==> src/rtl/instruction_fetch_stage.sv <==
// Instruction fetch stage: owns the PC, fetches from a variable-latency instruction memory,
// delivers one instruction per cycle through a registered slot with a one-entry skid buffer,
// and applies branch/jump/jump-register redirects. Define IF_PERF_CNT_EN to add fetch/squash counters.
module instruction_fetch_stage #(
    parameter logic [31:0] RESET_PC = 32'h0000_0000,
    parameter logic [31:0] NOP_WORD = 32'h0000_0000
) (
    input  logic        Clk,
    input  logic        Reset,
    input  logic        Stall,
    input  logic        BranchTaken,
    input  logic [31:0] BranchOffset,
    input  logic        Jump,
    input  logic        JumpSel,
    input  logic [25:0] JumpTarget,
    input  logic [31:0] JumpRegAddr,
    output logic        IMemReq,
    output logic [31:0] IMemAddr,
    input  logic        IMemReady,
    input  logic [31:0] IMemRData,
    output logic [31:0] Instruction,
    output logic [31:0] NextInstruct,
    output logic [31:0] PCOut,
    output logic        InstrValid
`ifdef IF_PERF_CNT_EN
    ,
    output logic [31:0] FetchCount,
    output logic [31:0] SquashCount
`endif
);

    typedef enum logic [1:0] {
        ST_FETCH = 2'd0,
        ST_HOLD  = 2'd1,
        ST_KILL  = 2'd2
    } state_e;

    state_e      state_q, state_d;
    logic        started_q;
    logic [31:0] pc_q, pc_d;
    logic [31:0] tgt_q, tgt_d;
    logic [31:0] out_instr_q, out_instr_d;
    logic [31:0] out_pc_q, out_pc_d;
    logic [31:0] out_npc_q, out_npc_d;
    logic        out_valid_q, out_valid_d;
    logic [31:0] skid_instr_q, skid_instr_d;
    logic [31:0] skid_pc_q, skid_pc_d;
    logic        skid_valid_q, skid_valid_d;

    logic        req;
    logic        resp;
    logic        consume;
    logic        redirect;
    logic [31:0] target;
    logic [31:0] pc_plus4;
    logic [1:0]  squash_inc;

    // started_q holds off the first request until the cycle after reset is released.
    assign req      = started_q && (state_q != ST_HOLD);
    assign resp     = req && IMemReady;
    assign consume  = out_valid_q && !Stall;
    assign redirect = consume && (Jump || BranchTaken);
    assign pc_plus4 = pc_q + 32'd4;

    always_comb begin
        target = out_npc_q + {BranchOffset[29:0], 2'b00};
        if (Jump) begin
            if (JumpSel) begin
                target = {JumpRegAddr[31:2], 2'b00};
            end else begin
                target = {out_npc_q[31:28], JumpTarget, 2'b00};
            end
        end
    end

    always_comb begin
        state_d      = state_q;
        pc_d         = pc_q;
        tgt_d        = tgt_q;
        out_instr_d  = out_instr_q;
        out_pc_d     = out_pc_q;
        out_npc_d    = out_npc_q;
        out_valid_d  = out_valid_q;
        skid_instr_d = skid_instr_q;
        skid_pc_d    = skid_pc_q;
        skid_valid_d = skid_valid_q;
        squash_inc   = 2'd0;

        if (redirect) begin
            out_valid_d  = 1'b0;
            skid_valid_d = 1'b0;
            squash_inc   = {1'b0, skid_valid_q} + {1'b0, resp};
            // An unanswered request must still complete at its original address.
            if (req && !IMemReady) begin
                state_d = ST_KILL;
                tgt_d   = target;
            end else begin
                state_d = ST_FETCH;
                pc_d    = target;
            end
        end else begin
            case (state_q)
                ST_FETCH: begin
                    if (resp) begin
                        pc_d = pc_plus4;
                        if (!out_valid_q || consume) begin
                            out_instr_d = IMemRData;
                            out_pc_d    = pc_q;
                            out_npc_d   = pc_plus4;
                            out_valid_d = 1'b1;
                        end else begin
                            skid_instr_d = IMemRData;
                            skid_pc_d    = pc_q;
                            skid_valid_d = 1'b1;
                            state_d      = ST_HOLD;
                        end
                    end else if (consume) begin
                        out_valid_d = 1'b0;
                    end
                end
                ST_HOLD: begin
                    if (consume) begin
                        out_instr_d  = skid_instr_q;
                        out_pc_d     = skid_pc_q;
                        out_npc_d    = skid_pc_q + 32'd4;
                        out_valid_d  = 1'b1;
                        skid_valid_d = 1'b0;
                        state_d      = ST_FETCH;
                    end
                end
                ST_KILL: begin
                    if (consume) begin
                        out_valid_d = 1'b0;
                    end
                    if (resp) begin
                        squash_inc = 2'd1;
                        pc_d       = tgt_q;
                        state_d    = ST_FETCH;
                    end
                end
                default: begin
                    state_d = ST_FETCH;
                end
            endcase
        end
    end

    always_ff @(posedge Clk or negedge Reset) begin
        if (!Reset) begin
            state_q      <= ST_FETCH;
            started_q    <= 1'b0;
            pc_q         <= RESET_PC;
            tgt_q        <= RESET_PC;
            out_instr_q  <= NOP_WORD;
            out_pc_q     <= 32'd0;
            out_npc_q    <= 32'd0;
            out_valid_q  <= 1'b0;
            skid_instr_q <= NOP_WORD;
            skid_pc_q    <= 32'd0;
            skid_valid_q <= 1'b0;
        end else begin
            state_q      <= state_d;
            started_q    <= 1'b1;
            pc_q         <= pc_d;
            tgt_q        <= tgt_d;
            out_instr_q  <= out_instr_d;
            out_pc_q     <= out_pc_d;
            out_npc_q    <= out_npc_d;
            out_valid_q  <= out_valid_d;
            skid_instr_q <= skid_instr_d;
            skid_pc_q    <= skid_pc_d;
            skid_valid_q <= skid_valid_d;
        end
    end

    assign IMemReq      = req;
    assign IMemAddr     = pc_q;
    assign Instruction  = out_valid_q ? out_instr_q : NOP_WORD;
    assign NextInstruct = out_npc_q;
    assign PCOut        = out_pc_q;
    assign InstrValid   = out_valid_q;

`ifdef IF_PERF_CNT_EN
    logic [31:0] fetch_cnt_q;
    logic [31:0] squash_cnt_q;

    always_ff @(posedge Clk or negedge Reset) begin
        if (!Reset) begin
            fetch_cnt_q  <= 32'd0;
            squash_cnt_q <= 32'd0;
        end else begin
            fetch_cnt_q  <= fetch_cnt_q + {31'd0, consume};
            squash_cnt_q <= squash_cnt_q + {30'd0, squash_inc};
        end
    end

    assign FetchCount  = fetch_cnt_q;
    assign SquashCount = squash_cnt_q;

    logic unused_bits;
    assign unused_bits = ^{BranchOffset[31:30], JumpRegAddr[1:0]};
`else
    logic unused_bits;
    assign unused_bits = ^{BranchOffset[31:30], JumpRegAddr[1:0], squash_inc};
`endif

endmodule

==> config.mk <==
export PLATFORM = sky130hd
export DESIGN_NAME = instruction_fetch_stage
export DESIGN_NICKNAME = d
export VERILOG_FILES = /design/src/rtl/instruction_fetch_stage.sv
export SDC_FILE = /design/constraint.sdc
export NUM_CORES = 1
export LEC_CHECK = 0
export CAP_MARGIN = 5
export CORE_MARGIN = 5
export CORE_UTILIZATION = 40
export DETAILED_ROUTE_END_ITERATION = 6
export GPL_ROUTABILITY_DRIVEN = 0
export PLACE_DENSITY = 0.64
export REMOVE_ABC_BUFFERS = 1
export SLEW_MARGIN = 30
export SYNTH_ARGS = -nofsm -noshare
export SYNTH_HDL_FRONTEND = slang
export SYNTH_SLANG_ARGS = --single-unit
export TNS_END_PERCENT = 10
==> constraint.sdc <==
create_clock -name Clk -period 3.1 [get_ports Clk]
set_input_delay 0.62 -clock Clk [delete_from_list [all_inputs] [get_ports Clk]]
set_output_delay 0.62 -clock Clk [all_outputs]
set_load 0.02 [all_outputs]
==> Word level (Yosys, flattened, before mapping) <==
Cells that the tools add are included.
{ "word_totals": {"wordCells": 80, "output_inout_bits": 130, "inputBits": 129, "register_bits": 228} }
{ "classes": {"mux": 33, "reduce_logical": 20, "bitwise": 2, "eq_ne": 12, "add_sub_neg": 3} }
{ "ops": {"columns": ["op", "count"], "rows": [
  ["$mux W32", 16],
  ["$pmux W32 S2", 4],
  ["$add A32 B3 Y32 const B", 2],
  ["$add A32 B32 Y32", 1],
  ["$mux W2", 6],
  ["$ne A3 B3 Y1 const B", 4],
  ["$reduce_and A4 Y1", 3],
  ["$ne A2 B2 Y1 const B", 4],
  ["$pmux W2 S3", 1],
  ["$logic_and A1 B1 Y1", 5],
  ["$mux W1", 5],
  ["$reduce_and A5 Y1", 1],
  ["$ne A4 B4 Y1 const B", 1],
  ["$reduce_bool A4 Y1", 1],
  ["$logic_not A1 Y1", 3],
  ["$pmux W1 S3", 1],
  ["$reduce_and A3 Y1", 1],
  ["$reduce_bool A3 Y1", 1],
  ["$eq A2 B1 Y1 const B", 1],
  ["$eq A2 B2 Y1 const B", 1],
  ["$logic_not A2 Y1", 1],
  ["$logic_or A1 B1 Y1", 2],
  ["$ne A2 B1 Y1 const B", 1],
  ["$not A1 Y1", 2],
  ["2 further kinds", 2]
]} }

==> Longest topological paths before layout <==
Gate-level depths: netlist (run 1).
{ "depth": {"ltp_word": 7, "mapped_depth": 13, "mapped_depth_nobuf": 10} }

==> Worst setup path before layout (run 1) <==
OpenSTA, ideal clock, no wires.
{ "synth_path": {"path_type": "input to register", "start": "input BranchOffset[0]", "end": "register tgt_q[30]", "path_buffers": 0, "arrival_time_ps": 3026, "path_stages": 10, "required_time_ps": 3031, "setup_ps": 69, "path_slack_ps": 5, "path_cell_list": "ha_1 > fa_1 > a21oi_1 > o22ai_2 > a221oi_2 > o211ai_1 > a311oi_1 > o21ai_1 > or4b_1 > nand3_1"} }
{ "synth_via": {"elab_chain_cells": 2} }
{ "synth_rtl": {"columns": ["element", "line_no", "rtl"], "rows": [
  ["start, declared", "12", "input logic [31:0] BranchOffset,"],
  ["$add A32 B32 Y32", "66", "target = out_npc_q + {BranchOffset[29:0], 2'b00};"],
  ["$mux W32", "67", "if (Jump) begin"],
  ["end signal, assigned", "165", "tgt_q <= tgt_d;"],
  ["end, declared", "41", "logic [31:0] tgt_q, tgt_d;"]
]} }
No other way between the ends.
A chain may end at the register's enable or synchronous reset.

==> Worst setup path after layout (run 1) <==
{ "layout_path": {"start": "input BranchOffset[1]", "end": "register tgt_q[29]"} }
The elaborated chain is that of the path after synthesis.

==> flow_metrics.tcl, run 1 <==
set metrics [dict create \
    status "complete, no violations" \
    core-area_um2 33360 \
    ys_types 73 \
    dieWidth_um 193.4 \
    async_reset_ff_share_pct 100.0 \
    numClockSinks 226 \
    num_rows 67 \
    synthDominantCellAreaShare_pct 42.05 \
    drv_cap 0 \
    critPathSlowestCell "or4_4" \
    routed_wl_mm 43.82 \
    crit_buf_inv 1 \
    n_antenna_cell 0 \
    yosysWarnings 0 \
    gr-total-overflow 0 \
    cts_buffer_depth 3 \
    drc 0 \
    worstSetupStartpointType "input port" \
    clock_latency_ns 0.54 \
    ir_worst_vdd_uv 565.1 \
    synth_top_family_by_area "simple AND/OR/NAND/NOR gates" \
    wl_per_cell_um 19.62 \
    drive_gt1_share_pct 15.52 \
    root_buffer "clkbuf_16" \
    synthMuxAreaShare_pct 13.64 \
    min_path_type "input port to asynchronous set/reset pin" \
    finalCritPeriodShare_pct 97.64 \
    via_per_inst 5.462 \
    drt_iter0_drc 880 \
    design_area_um2 18270 \
    crit_cells 10 \
    cp.required_ns 3.53 \
    hold_violations 0 \
    ys_seq_area_share_pct 42.05 \
    yosysMostFrequentCell "nand2_1" \
    ctsHoldBuffers 0 \
    final.setup_skew_ns 0.009611 \
    fin_setup_tns_ns 0 \
    vias 12197 \
    drt_pass1_iterations 5 \
    clk_pin_slew_worst_paths_ns 0.06 \
    synth-edff-count 0 \
    arrival_ns 3.45 \
    rsz0062_at_grt "true" \
    slew_viol_final 0 \
    reg2reg_depth 10 \
    synthSimpleGateAreaFrac_pct 16.60 \
    dpl_cell_area_um2 17180 \
    end_kind "register" \
    max_freq_mhz 330.4 \
    synth-seq-cells 226 \
    area_growth_pct 35.89 \
    tritoncts "done" \
    drt.antenna.violating_nets 0 \
    leakage_uw 0.007814 \
    yosys.area_share.adder_pct 3.312 \
    dp_cells 2181 \
    die_area_um2 37390 \
    hpwl_mm 31.56 \
    start_util_pct 40.31 \
    tightest_slew_ns 0.7759 \
    nets 1928 \
    synth_top_cell_by_area "dfrtp_1" \
    die_h_um 193.4 \
    port_buffers 254 \
    r2r_setup_slack_ns 0.19 \
    grt_pass1_vias 12401 \
    post_synth_inst_count 1458 \
    syn-cell-area_um2 13450 \
    ys.flop_type "dfrtp_1" \
    synthTopCellsByCount "232 x nand2_1, 226 x dfrtp_1, 193 x o21ai_0, 100 x mux2i_1, 79 x clkbuf_1" \
    final_core_util_pct 54.77 \
    max_stage_delay_ns 0.49 \
    grt_max_degree 124 \
    syn_avg_cell_area_um2 9.224 \
    period_needed_ns 3.027 \
    synth_xor_area_share_pct 4.624 \
    synth_compound_area_share_pct 16.39 \
    relSlewSlack_pct 48.27 \
    setup_viol 0 \
    crit_chain "clkdlybuf4s50_1 > ha_1 > a21oi_2 > o211ai_1 > a22o_4 > a2111o_1 > o21ba_2 > or4_4 > a21oi_1 > o22ai_1" \
    cp_max_fo 3 \
    num_io_pins 259 \
    htree_num_levels 1 \
    grt_pass1_wl_mm 69.40 \
    synth.area.top_cells "dfrtp_1 42%, mux2i_1 7.4%, o21ai_0 7.2%" \
    stdcell_count 2233 \
    cts_buffers 28 \
    antenna_found_initial 1 \
    power_density_nw_per_um2 1070 \
    crit_type "input port to register" \
    cp_top_family "compound AO/OA/AOI/OAI gates" \
    grt_util_all_layers_pct 22.54 \
]
[layout make-up]
cell class	instances	area (um^2)
repair buffers	375	3533
flip-flops and latches	226	5655
well taps	448	560.5
inverters	16	60.06
multi-input cells	1117	7426
clock inverters	12	215.2
clock buffers	39	823.3
fillers	3069	15090
[report_power, final]
group	switching [uW]	leakage, uW	internal [uW]
clock network	1310	0.000506	2340
registers	1180	0.00282	4350
logic	5660	0.00449	4700
[worst register-to-register path: cells and delay by family, from the launching register on]
family	cells	cell delay [ns]
compound gates	7	1.53
simple gates	1	0.49
flops	1	0.40
fa+ha+maj	1	0.22
buf+inv	1	0.14
[state kept, by name, summed over array words and instances (netlist names)]
name,flops
IMemAddr,32
PCOut,32
out_instr_q,32
skid_instr_q,32
skid_pc_q,32
tgt_q,32
NextInstruct,30
state_q,2
InstrValid,1
started_q,1
[placed cells by master (no fill, tap or decap), types with 5 or more instances in the layout]
| master | instances |
|---|---|
| clkdlybuf4s50_1 | 251 |
| nand2_1 | 231 |
| dfrtp_1 | 226 |
| o21ai_0 | 193 |
| buf_4 | 114 |
| mux2i_1 | 100 |
| mux2_2 | 74 |
| nor2_1 | 64 |
| a21oi_1 | 49 |
| xnor2_1 | 40 |
| and2_1 | 39 |
| ha_1 | 32 |
| xor2_1 | 31 |
| nand3_1 | 30 |
| clkbuf_16 | 29 |
| o211ai_1 | 23 |
| a21o_1 | 20 |
| and3_1 | 17 |
| inv_1 | 16 |
| nor3_1 | 16 |
| nand4_1 | 13 |
| nand2b_1 | 12 |
| o21a_1 | 11 |
| o221ai_1 | 10 |
| buf_12 | 7 |
| a211oi_1 | 6 |
| a31oi_1 | 6 |
| bufinv_16 | 6 |
| clkbuf_8 | 6 |
| and4_1 | 5 |
| a221oi_1 | 5 |
| o31ai_1 | 5 |
[routing by layer]
layer / part of all wire, % / vias to the layer above / global-route usage (%)
met5: 0.030 / - / 0
met4: 3.7 / 2 / 7.763
met3: 7.5 / 96 / 5.323
met2: 44 / 441 / 35.45
met1: 44 / 5867 / 30.73
li1: - / 5791 / -
[repair_timing]
item                                    CTS  global route
setup buffers                             0             1
resized for setup                         2            10
endpoints found under the setup margin    5            17
pin swaps                                 0            10
[cells by family (layout without fill, tap and decap cells)]
group | after synthesis | after routing
xor gates and xnor gates | 71 | 71
muxes | 174 | 174
DFF | 226 | 226
adders and majority gates | 35 | 35
and+or+nand+nor | 469 | 469
AOI/OAI and AO/OA | 367 | 367
other | 1 | 1
buffers and inverters | 115 | 442
[path summary, 6_finish.rpt]
path                            startpoint              end
max                        BranchOffset[1]        tgt_q[29]
min                                  Reset  out_instr_q[14]
max reg2reg                NextInstruct[2]        tgt_q[29]
min reg2reg                 out_instr_q[3]   out_instr_q[3]
max in group asynchronous            Reset  out_instr_q[27]
min in group Clk            out_instr_q[3]   out_instr_q[3]
[per-stage QoR]
step | total power [uW] | hold slack, ns | setup WS (ns)
after floorplan | 11110 | 0.3244 | -4.867
after global placement | 15590 | 0.4546 | -0.6342
after detailed placement | 15840 | 0.4626 | -0.6858
after CTS | 19590 | 0.03222 | 0.008274
after global routing | 20930 | 0.05351 | -0.007837
final | 19550 | 0.01834 | 0.07324
Note: power is estimated with default switching activity, not from simulation.
==> run 2: changes to the inputs <==
--- a/config.mk
+++ b/config.mk
@@ -10,6 +10,7 @@
 export CORE_UTILIZATION = 40
 export DETAILED_ROUTE_END_ITERATION = 6
 export GPL_ROUTABILITY_DRIVEN = 0
+export MAX_ROUTING_LAYER = met4
 export PLACE_DENSITY = 0.64
 export REMOVE_ABC_BUFFERS = 1
 export SLEW_MARGIN = 30
==> flow_metrics.tcl, run 2 (synthesized netlist as in run 1, its figures left out) <==
set metrics [dict create \
    crit_type "input port to register" \
    port_buffers 254 \
    routed_wl_mm 43.86 \
    drive_gt1_share_pct 15.52 \
    stdcell_count 2234 \
    start_util_pct 40.31 \
    grt_pass1_wl_mm 69.38 \
    hpwl_mm 31.56 \
    crit_chain "clkdlybuf4s50_1 > ha_1 > a21oi_2 > o211ai_1 > a22o_4 > a2111o_1 > o21ba_2 > or4_4 > a21oi_1 > o22ai_1" \
    period_needed_ns 3.020 \
    cp_top_family "compound AO/OA/AOI/OAI gates" \
    worstSetupStartpointType "input port" \
    root_buffer "clkbuf_16" \
    critPathSlowestCell "or4_4" \
    dpl_cell_area_um2 17180 \
    via_per_inst 5.418 \
    clock_latency_ns 0.55 \
    hold_violations 0 \
    cts_buffers 28 \
    drv_cap 0 \
    grt_util_all_layers_pct 23.24 \
    nets 1928 \
    fillers 3069 \
    crit_buf_inv 1 \
    relSlewSlack_pct 49.11 \
    core-area_um2 33360 \
    hold_ws_ns 0.01053 \
    max_stage_delay_ns 0.49 \
    grt_max_degree 124 \
    multi_input_area_um2 7426 \
    drt_pass1_iterations 5 \
    die_h_um 193.4 \
    num_io_pins 259 \
    leakage_uw 0.007814 \
    cp_max_fo 3 \
    ir_worst_vdd_uv 559.4 \
    final_cell_mix "251 x clkdlybuf4s50_1, 231 x nand2_1, 226 x dfrtp_1" \
    final.setup_skew_ns 0.01043 \
    dieWidth_um 193.4 \
    area_growth_pct 35.90 \
    end_kind "register" \
    drt_iter0_drc 875 \
    tritoncts "done" \
    max_freq_mhz 331.1 \
    clk_pin_slew_worst_paths_ns 0.06 \
    grt_pass1_vias 12409 \
    num_rows 67 \
    min_path_type "input port to asynchronous set/reset pin" \
    status "complete, no violations" \
    htree_num_levels 1 \
    gr-total-overflow 0 \
    drc 0 \
    die_area_um2 37390 \
    tightest_slew_ns 0.7634 \
    cp.required_ns 3.53 \
    vias 12103 \
    seqCellArea_um2 5655 \
    wl_per_cell_um 19.63 \
    antenna_found_initial 1 \
    layout_setup_ws_ns 0.07967 \
    slew_viol_final 0 \
    ctsHoldBuffers 0 \
    setup_viol 0 \
    finalCritPeriodShare_pct 97.43 \
    rsz0062_at_grt "true" \
    final_common_cell "clkdlybuf4s50_1" \
    design_area_um2 18280 \
    cts_buffer_depth 3 \
    dp_cells 2181 \
    power_density_nw_per_um2 1070 \
    arrival_ns 3.45 \
    dp_slack_ns -0.6858 \
    numClockSinks 226 \
    drt.antenna.violating_nets 0 \
]
## run 2: worst paths after layout
kind	from	endpoint	slack (ns)	depth (start not counted)
setup / recovery	BranchOffset[1]	tgt_q[29]	0.08	10
hold / removal	Reset	out_instr_q[14]	0.01	1
setup reg to reg	NextInstruct[2]	tgt_q[30]	0.19	10
hold reg to reg	out_instr_q[3]	out_instr_q[3]	0.47	2
max in group asynchronous	Reset	IMemAddr[3]	2.21	2
min in group Clk	out_instr_q[3]	out_instr_q[3]	0.47	2
## run 2: layer usage
layer	share of wire, %	wire length (um)	vias to the layer above	track usage [%]
met5	0	0	-	-
met4	3.6	1599	0	7.763
met3	7.6	3329	94	5.044
met2	44	19480	451	35.47
met1	44	19450	5768	30.97
li1	-	-	5790	-
## run 2: where the power goes
group / switching, uW / internal [uW]
sequential: 1190 / 4350
combinational: 5660 / 4700
clock: 1320 / 2340
total: 8160 / 11400
## run 2: what timing repair did
| action | 4_1_cts | 5_1_grt |
|---|---|---|
| endpoints found under the setup margin | 5 | 17 |
| buffers inserted | 0 | 1 |
| gates cloned | 0 | 0 |
| pin swaps | 0 | 10 |
| resized for setup | 2 | 10 |
## run 2: layout make-up
cell class | instances | share of cell area, %
Antenna cell | 1 | 0.01369
Clock buffer | 39 | 4.505
Clock inverter | 12 | 1.178
Inverter | 16 | 0.3286
Multi-Input combinational cell | 1117 | 40.63
Sequential cell | 226 | 30.94
Tap cell | 448 | 3.067
Timing Repair Buffer | 375 | 19.33
## run 2: worst reg2reg max path: stages, from the launching register on
cell	delay (ns)
dfrtp_1	0.39
ha_1	0.22
fa_2	0.39
a21oi_4	0.16
o22ai_2	0.11
a221oi_2	0.32
o211ai_1	0.20
a311oi_2	0.37
o21ai_1	0.13
or4b_1	0.48
nand3_1	0.09
## run 2: per-stage QoR
step                      power (uW)  util, %   TNS (ns)
after floorplan                11110        -    -775.07
after global placement         15590    51.48     -12.93
after detailed placement       15840    51.48     -15.38
after CTS                      19590    54.62          0
after global routing           20930    54.78  -0.007666
final                          19550    54.78          0
==> run 3: changes to the inputs <==
--- a/config.mk
+++ b/config.mk
@@ -6,12 +6,11 @@
 export NUM_CORES = 1
 export LEC_CHECK = 0
 export CAP_MARGIN = 5
-export CORE_MARGIN = 5
 export CORE_UTILIZATION = 40
 export DETAILED_ROUTE_END_ITERATION = 6
 export GPL_ROUTABILITY_DRIVEN = 0
 export MAX_ROUTING_LAYER = met4
-export PLACE_DENSITY = 0.64
+export PLACE_DENSITY = 0.63
 export REMOVE_ABC_BUFFERS = 1
 export SLEW_MARGIN = 30
 export SYNTH_ARGS = -nofsm -noshare
==> flow_metrics.tcl, run 3 (synthesized netlist as in run 1, its figures left out) <==
set metrics [dict create \
    r2r_setup_slack_ns 0.19 \
    cts_buffers 27 \
    grt_pass1_vias 11924 \
    hold_violations 0 \
    grt_max_degree 84 \
    met2_usage_pct 38.43 \
    via_per_inst 5.418 \
    n_antenna_cell 0 \
    timing.rr.end "IMemAddr[24]" \
    final_cell_mix "251 x clkdlybuf4s50_1, 231 x nand2_1, 226 x dfrtp_1" \
    top_usage_layer "met2" \
    area_growth_pct 35.55 \
    clk_pin_slew_worst_paths_ns 0.06 \
    rsz0062_at_grt "true" \
    drv_cap 0 \
    drive_gt1_share_pct 15.99 \
    arrival_ns 3.47 \
    reg2reg_depth 12 \
    numClockSinks 226 \
    ctsHoldBuffers 0 \
    total_power_uw 19190 \
    crit_chain "clkdlybuf4s50_1 > ha_1 > a21oi_2 > o211ai_1 > a22o_4 > a2111o_1 > o21ba_2 > or4_4 > a21oi_1 > o22ai_1" \
    relSlewSlack_pct 46.29 \
    port_buffers 254 \
    drt_pass1_iterations 6 \
    crit_type "input port to register" \
    tritoncts "done" \
    cp_max_fo 3 \
    grt_util_all_layers_pct 25.25 \
    worstSetupStartpointType "input port" \
    die_area_um2 34360 \
    num_io_pins 259 \
    cp.required_ns 3.52 \
    critPathSlowestCell "or4_4" \
    max_freq_mhz 327.6 \
    finalCritPeriodShare_pct 98.47 \
    leakage_uw 0.007806 \
    final_common_cell "clkdlybuf4s50_1" \
    ir_worst_vdd_uv 491.4 \
    end_kind "register" \
    gr-total-overflow 0 \
    wl_per_cell_um 18.84 \
    htree_num_levels 1 \
    dieWidth_um 185.4 \
    antenna_found_initial 0 \
    grt_use_met1_pct 33.77 \
    drc 0 \
    cts_buffer_depth 3 \
    slew_viol_final 0 \
    setup_viol 0 \
    max_stage_delay_ns 0.49 \
    power_density_nw_per_um2 1053 \
    nets 1935 \
    start_util_pct 41.02 \
    num_rows 66 \
    period_needed_ns 3.053 \
    vias 12088 \
    tightest_slew_ns 0.8056 \
    design_area_um2 18230 \
    core-area_um2 32780 \
    met3_usage_pct 5.545 \
    timing.rr.start "NextInstruct[6]" \
    status "complete, no violations" \
    root_buffer "clkbuf_16" \
    final.setup_skew_ns 0.02092 \
    drt_iter0_drc 764 \
    clock_latency_ns 0.54 \
    drt.antenna.violating_nets 0 \
    die_h_um 185.4 \
    hpwl_mm 30.25 \
    dpl_cell_area_um2 17210 \
    min_path_type "input port to asynchronous set/reset pin" \
    grt_pass1_wl_mm 65.94 \
    routed_wl_mm 42.03 \
]
run 3: cell count changes in the layout (fill, tap and decap cells not counted), moves of 2 or more:
| cell | previous run | this run |
|---|---|---|
| clkinv_2 | 4 | 8 |
| ha_1 | 32 | 30 |
| clkbuf_1 | 4 | 2 |
| clkbuf_16 | 29 | 27 |
| buf_4 | 114 | 121 |
| clkbuf_8 | 6 | 4 |
| bufinv_16 | 6 | 4 |
run 3: layout make-up:
cell class,instances,area [um^2]
multi-input cells,1117,7440
fillers,2997,14560
flip-flops and latches,226,5655
well taps,442,553.0
inverters,16,60.06
clock inverters,14,176.4
clock buffers,33,738.2
repair buffers,383,3606
run 3: where the power goes:
part,internal [uW],switching (uW),leakage [uW]
registers,4350,1210,0.00282
clock network,2010,1300,0.000456
logic,4760,5570,0.00453
total,11100,8080,0.00781
run 3: repair_timing:
action,CTS,global route
endpoints found under the setup margin,9,13
pin swaps,5,9
setup buffers,2,1
hold endpoints to repair,0,0
gates resized for setup,5,8
run 3: how the worst max path moves through the flow:
stage	slack, ns	end	startpoint	cells after the start
6_report	0.05	tgt_q[29]	BranchOffset[1]	10
5_1_grt	-0.03	tgt_q[26]	BranchOffset[0]	13
4_1_cts	-0.02	tgt_q[30]	BranchOffset[0]	11
3_5_place_dp	-0.73	tgt_q[30]	BranchOffset[0]	11
3_3_place_gp	-0.68	tgt_q[30]	BranchOffset[0]	11
2_1_floorplan	-4.87	NextInstruct[26]	state_q[1]	7
run 3: stage by stage:
step | util [%] | std cells | hold WS [ns] | setup TNS [ns] | setup slack [ns]
floorplan | - | 1359 | 0.3244 | -775.07 | -4.867
global placement | 52.48 | 2180 | 0.4547 | -14.59 | -0.6834
detailed placement | 52.48 | 2180 | 0.4571 | -15.95 | -0.7253
CTS | 55.39 | 2229 | 0.04534 | -0.01788 | -0.01788
global route | 55.60 | 2231 | 0.06437 | -0.1015 | -0.03207
finish | 55.60 | 2231 | 0.03725 | 0 | 0.04735
run 3: critical path: cells and delay by family:
kind	cells	cell delay (ns)
compound gates	7	1.55
fa+ha+maj	1	0.34
buf+inv	1	0.47
simple gates	1	0.49
run 3: routing by layer:
layer / wire length (um) / part of all wire (%) / vias up
met2: 18640 / 44 / 431
li1: - / - / 5788
met4: 1205 / 2.9 / 0
met1: 18870 / 45 / 5802
met5: 0 / 0 / -
met3: 3312 / 7.9 / 67
